## src/rtl/pipe_sequencer.sv

```systemverilog
// Pipeline controller: per-stage enables, fetch PC, start/stall/branch/halt-drain sequencing.
// Optional performance counters are built when SEQ_PERF_EN is defined.
module pipe_sequencer #(
  parameter logic [23:0] RESET_VEC    = 24'h000000,
  parameter int          DRAIN_CYCLES = 2
) (
  input  logic        clk,
  input  logic        rst,
  input  logic        run_req,
  input  logic        halt_in,
  input  logic        branch_taken_in,
  input  logic [23:0] branch_target_in,
  input  logic        hazard_in,
  input  logic        mem_req,
  input  logic        mem_ack,
  output logic [23:0] pc_out,
  output logic [4:0]  stage_en,
  output logic        flush_out,
  output logic        bubble_out,
  output logic        halted_out,
  output logic [1:0]  state_out,
  output logic [23:0] cycle_cnt,
  output logic [23:0] stall_cnt
);

  typedef enum logic [1:0] {
    IDLE   = 2'd0,
    RUN    = 2'd1,
    WAIT   = 2'd2,
    HALTED = 2'd3
  } state_t;

  localparam logic [2:0] DRAIN_LOAD = 3'(DRAIN_CYCLES - 1);
  localparam logic [4:0] EN_ALL     = 5'h1F;
  localparam logic [4:0] EN_DRAIN   = 5'b11000;
  localparam logic [4:0] EN_HAZARD  = 5'b11100;

  state_t      state_reg, state_next;
  logic [23:0] pc_reg, pc_next;
  logic [2:0]  drain_reg, drain_next;
  logic        halted_reg, halted_next;
  logic        mem_blocked;

  always_ff @(posedge clk or posedge rst) begin
    if (rst) begin
      state_reg  <= IDLE;
      pc_reg     <= RESET_VEC;
      drain_reg  <= 3'd0;
      halted_reg <= 1'b0;
    end else begin
      state_reg  <= state_next;
      pc_reg     <= pc_next;
      drain_reg  <= drain_next;
      halted_reg <= halted_next;
    end
  end

  // In WAIT only the ack matters; in RUN a fresh request without ack stalls.
  assign mem_blocked = (state_reg == WAIT) ? !mem_ack : (mem_req && !mem_ack);

  always_comb begin
    state_next  = state_reg;
    pc_next     = pc_reg;
    drain_next  = drain_reg;
    halted_next = halted_reg;
    stage_en    = 5'h00;
    flush_out   = 1'b0;
    bubble_out  = 1'b0;
    case (state_reg)
      IDLE: begin
        if (run_req) state_next = RUN;
      end
      RUN, WAIT: begin
        if (mem_blocked) begin
          state_next = WAIT;
        end else begin
          state_next = RUN;
          if (branch_taken_in) begin
            // The branch is older than anything in EX, so it overrides halt and hazard.
            stage_en  = EN_ALL;
            flush_out = 1'b1;
            pc_next   = branch_target_in;
          end else if (halt_in) begin
            stage_en    = EN_DRAIN;
            drain_next  = DRAIN_LOAD;
            halted_next = (DRAIN_LOAD == 3'd0);
            state_next  = HALTED;
          end else if (hazard_in) begin
            stage_en   = EN_HAZARD;
            bubble_out = 1'b1;
          end else begin
            stage_en = EN_ALL;
            pc_next  = pc_reg + 24'd1;
          end
        end
      end
      HALTED: begin
        if (drain_reg != 3'd0) begin
          stage_en    = EN_DRAIN;
          drain_next  = drain_reg - 3'd1;
          halted_next = (drain_reg == 3'd1);
        end else if (halted_reg && run_req) begin
          state_next  = RUN;
          halted_next = 1'b0;
        end
      end
      default: state_next = IDLE;
    endcase
  end

  assign pc_out     = pc_reg;
  assign state_out  = state_reg;
  assign halted_out = halted_reg;

`ifdef SEQ_PERF_EN
  logic [23:0] cycle_cnt_reg, stall_cnt_reg;
  logic        active;

  assign active = (state_reg == RUN) || (state_reg == WAIT);

  always_ff @(posedge clk or posedge rst) begin
    if (rst) begin
      cycle_cnt_reg <= 24'd0;
      stall_cnt_reg <= 24'd0;
    end else if (state_reg == IDLE && run_req) begin
      cycle_cnt_reg <= 24'd0;
      stall_cnt_reg <= 24'd0;
    end else if (active) begin
      cycle_cnt_reg <= cycle_cnt_reg + 24'd1;
      if (stage_en != EN_ALL) stall_cnt_reg <= stall_cnt_reg + 24'd1;
    end
  end

  assign cycle_cnt = cycle_cnt_reg;
  assign stall_cnt = stall_cnt_reg;
`else
  assign cycle_cnt = 24'h0;
  assign stall_cnt = 24'h0;
`endif

endmodule

```

## config.mk

```make
export PLATFORM = sky130hd
export DESIGN_NAME = pipe_sequencer
export DESIGN_NICKNAME = d
export VERILOG_FILES = /design/src/rtl/pipe_sequencer.sv
export SDC_FILE = /design/constraint.sdc
export NUM_CORES = 1
export LEC_CHECK = 0
export CAP_MARGIN = 25
export CORE_ASPECT_RATIO = 0.6
export CORE_UTILIZATION = 42
export DETAILED_ROUTE_END_ITERATION = 6
export GPL_ROUTABILITY_DRIVEN = 0
export GPL_TIMING_DRIVEN = 0
export PLACE_DENSITY = 0.82
export SLEW_MARGIN = 10
export SYNTH_ARGS = -nofsm -noshare
export SYNTH_HDL_FRONTEND = slang
export SYNTH_SLANG_ARGS = --single-unit
```

## constraint.sdc

```tcl
create_clock -name clk -period 2.4 [get_ports clk]
set_input_delay 0.24 -clock clk [delete_from_list [all_inputs] [get_ports clk]]
set_output_delay 0.24 -clock clk [all_outputs]
set_load 0.02 [all_outputs]
```

==> impl_metrics.csv <==
group,metric,value,unit
run_status,outcome,"finished, final reports clean",
drt,wirelength,7.40,mm
place,preCtsSetupSlack,-0.412,ns
timing,postLayoutSetupSlackWorst,0.165,ns
power,leakage,1.69,nW
worst_setup_path,end_kind,"output port",
clocking,cts_buffers,5,
drt,wl_per_cell,14.8,µm
timing,final-hold-violation-count,0,
drt,final_antenna_net_count,0,
synthesis,avgSynthCellArea,8.17,µm²
place,place_inst,492,
global_routing,grt_use_total,0.246,
power,ir_drop,0.000482,V
synthesis,yosysUniqueCellTypes,51,
power,p_per_area,1090,nW/µm²
drt,dr_wl_met3,887,µm
final_layout,final_nets,460,
power,power,3.84,mW
floorplan,core_area,5600,µm²
timing,worstMarginPinSlew,0.919,ns
global_routing,grt_pass1_wl,11.5,mm
clocking,cts_sinks,30,
worst_setup_path,rr_startpoint,"state_out[0]",
worst_setup_path,required,2.16,ns
timing,min_period,2.24,ns
worst_setup_path,r2r-end,"pc_out[10]",
global_routing,overflow,0,
drt,drc_errors,0,
clocking,clk_path_buf_depth,2,
global_routing,antenna_found_initial,0,
global_routing,grt_pass1_vias,2315,
timing,fmax,0.447,GHz
timing,slew_viol_final,0,
final_layout,instances_no_fill,501,
synthesis,netlist_area,2440,µm²
min_path,hold_path.class,"input pin to async pin",
final_layout,final_area,3530,µm²
clocking,cts-root-buf,"clkbuf_8",
floorplan,top_level_ports,114,
clocking,clkLatencyLatePin,0.29,ns
final_layout,postLayoutCoreUtil,0.631,
floorplan,rows,21,
clocking,h-tree-depth,2,
synthesis,synth_seq_cells,30,
synthesis,yosysWarningCount,0,
clocking,cts_tree,"done",
final_layout,largest_register_ffs,24,
worst_setup_path,cp-start-kind,"register",
drt,wl_met1,3.17,mm
place,port_buffers,65,
synthesis,syn_inst,299,
worst_setup_path,crit_type,"register to output port",
place,dp.final_hpwl,5.72,mm
timing,slew_headroom,0.382,
floorplan,die_area,6130,µm²
drt,drt-initial-drc-count,304,
timing,rsz0062_at_grt,"false",
drt,drtPass1Iterations,6,
clocking,hold_buffers,0,
final_layout,diodes,0,
worst_setup_path,startpoint,"drain_reg[0]",
worst_setup_path,critPathArrivalTime,2.00,ns
worst_setup_path,path_max_fanout,6,
drt,top_layer,"met4",
drt,viasPerCell,5.22,
place,dpl-instance-area,3400,µm²
worst_setup_path,reg2regPathDepth,8,
drt,num_vias,2617,
flow_run,drv_cap,0,
drt,route.met2.wl,3.29,mm
timing,fin_crit_sh,0.931,
worst_setup_path,r2r_slack,0.34,ns
floorplan,die_y,61.1,µm
final_layout,drive_above_1_share,0.192,
clocking,clkTransAtPathRegs,0.07,ns
timing,setup_viol,0,
timing,final.setup_skew,0.00657,ns
final_layout,area_delta_synth_final,44.6,%
global_routing,grt_max_degree,18,
floorplan,die_w,100,µm
floorplan,start_util,0.436,
synthesis,yosysSeqAreaShare,0.307,
==> cell usage after synthesis (all sizes together) <==
| master | count | area [µm²] |
|---|---|---|
| nand2 | 19 | 71.3 |
| nor4b | 1 | 8.76 |
| a22oi | 1 | 7.51 |
| nor3b | 2 | 15.0 |
| clkbuf | 5 | 18.8 |
| ha | 8 | 100 |
| inv | 9 | 33.8 |
| o31ai | 1 | 7.51 |
| a21oi | 23 | 115 |
| buf | 55 | 398 |
| nor2b | 3 | 18.8 |
| or2 | 1 | 6.26 |
| o21ai | 21 | 105 |
| nand4 | 8 | 50.1 |
| conb | 1 | 3.75 |
| or3 | 3 | 23.8 |
| nor2 | 22 | 82.6 |
| nor4 | 3 | 33.8 |
| a21o | 2 | 15.0 |
| o31a | 1 | 8.76 |
| mux2i | 6 | 60.1 |
| dfrtp | 30 | 751 |
| o21bai | 1 | 11.3 |
| and3b | 1 | 8.76 |
| a22o | 2 | 17.5 |
| nand3b | 1 | 7.51 |
| and4 | 2 | 17.5 |
| a41oi | 1 | 8.76 |
| a211o | 1 | 8.76 |
| a221o | 1 | 10.0 |
| nand2b | 3 | 18.8 |
| o21a | 2 | 15.0 |
| and3 | 7 | 45.1 |
| a31oi | 5 | 31.3 |
| a41o | 2 | 20.0 |
| o21ba | 1 | 10.0 |
| o22a | 2 | 17.5 |
| nand3 | 20 | 118 |
| mux2 | 3 | 33.8 |
| nor3 | 10 | 55.1 |
| clkinv | 1 | 3.75 |
| o22ai | 8 | 50.1 |
==> power breakdown <==
part	internal [mW]	total [mW]	switching [mW]
Clock	0.231	0.440	0.208
Combinational	1.01	2.30	1.28
Sequential	0.742	1.11	0.365
Total	1.98	3.84	1.86
==> how the worst max path moves through the flow <==
| stage | endpoint | slack [ns] |
|---|---|---|
| after floorplan | stage_en[1] | 0.32 |
| after global placement | stage_en[1] | -0.41 |
| after detailed placement | stage_en[1] | -0.41 |
| after CTS | stage_en[2] | -0.09 |
| after global routing | stage_en[4] | 0.01 |
| final | stage_en[4] | 0.16 |
==> cells by family after synthesis <==
group	after synthesis	share of synthesized area
AO/OA/AOI/OAI	75	0.188
adder cells (fa/ha/maj)	8	0.0410
buffers and inverters	70	0.186
flip-flops	30	0.307
multiplexers	9	0.0384
other	1	0.00154
AND/OR/NAND/NOR	106	0.238
==> layout make-up <==
class,count,area [µm²]
plain buffers,59,413
clock buffers,7,86.3
multi-input cells,246,1440
well taps,80,100
flip-flops and latches,30,751
fillers,476,2070
clock inverters,1,5.00
inverters,10,37.5
repair buffers,68,694
==> cell usage in the layout, fill, tap and decap left out, types with 3 or more instances in the layout <==
cell,n
dlymetal6s2s_1,3
o22ai_1,8
nor3_1,9
clkbuf_1,5
inv_1,8
mux2i_1,6
clkbuf_8,6
nor2_1,22
a21oi_1,23
nand3_1,16
dlygate4sd2_1,3
buf_2,3
ha_1,7
mux2_2,3
nand4_1,8
buf_4,53
o21ai_0,20
nand2_1,19
nand2b_1,3
dfrtp_1,30
and3_1,6
conb_1,48
clkdlybuf4s50_1,58
a31oi_1,5
==> critical path, cell delays in order, from the launching register on <==
cell           delay, ns
dfrtp_1             0.40
inv_1               0.09
ha_1                0.21
nor2b_2             0.19
nand2b_1            0.16
a21oi_1             0.20
buf_4               0.13
dlygate4sd2_1       0.32
==> through the flow <==
| step | hold slack, ns | setup TNS [ns] |
|---|---|---|
| after floorplan | 0.331 | 0 |
| after global placement | 0.521 | -0.796 |
| after detailed placement | 0.531 | -0.838 |
| after CTS | 0.413 | -0.186 |
| after global routing | 0.465 | 0 |
| final | 0.381 | 0 |
==> layer usage <==
metal  vias to the layer above  track usage
li1                       1217            -
met1                      1203        0.335
met2                       187        0.383
met3                        10       0.0851
met4                         0       0.0621
met5                         -            0
==> what timing repair did <==
item / CTS / global route
resized for setup: 8 / 6
pin swaps: 1 / 0
setup endpoints to repair: 7 / 4
buffers inserted: 2 / 0
No activity file was read; power rests on OpenSTA's default activity.
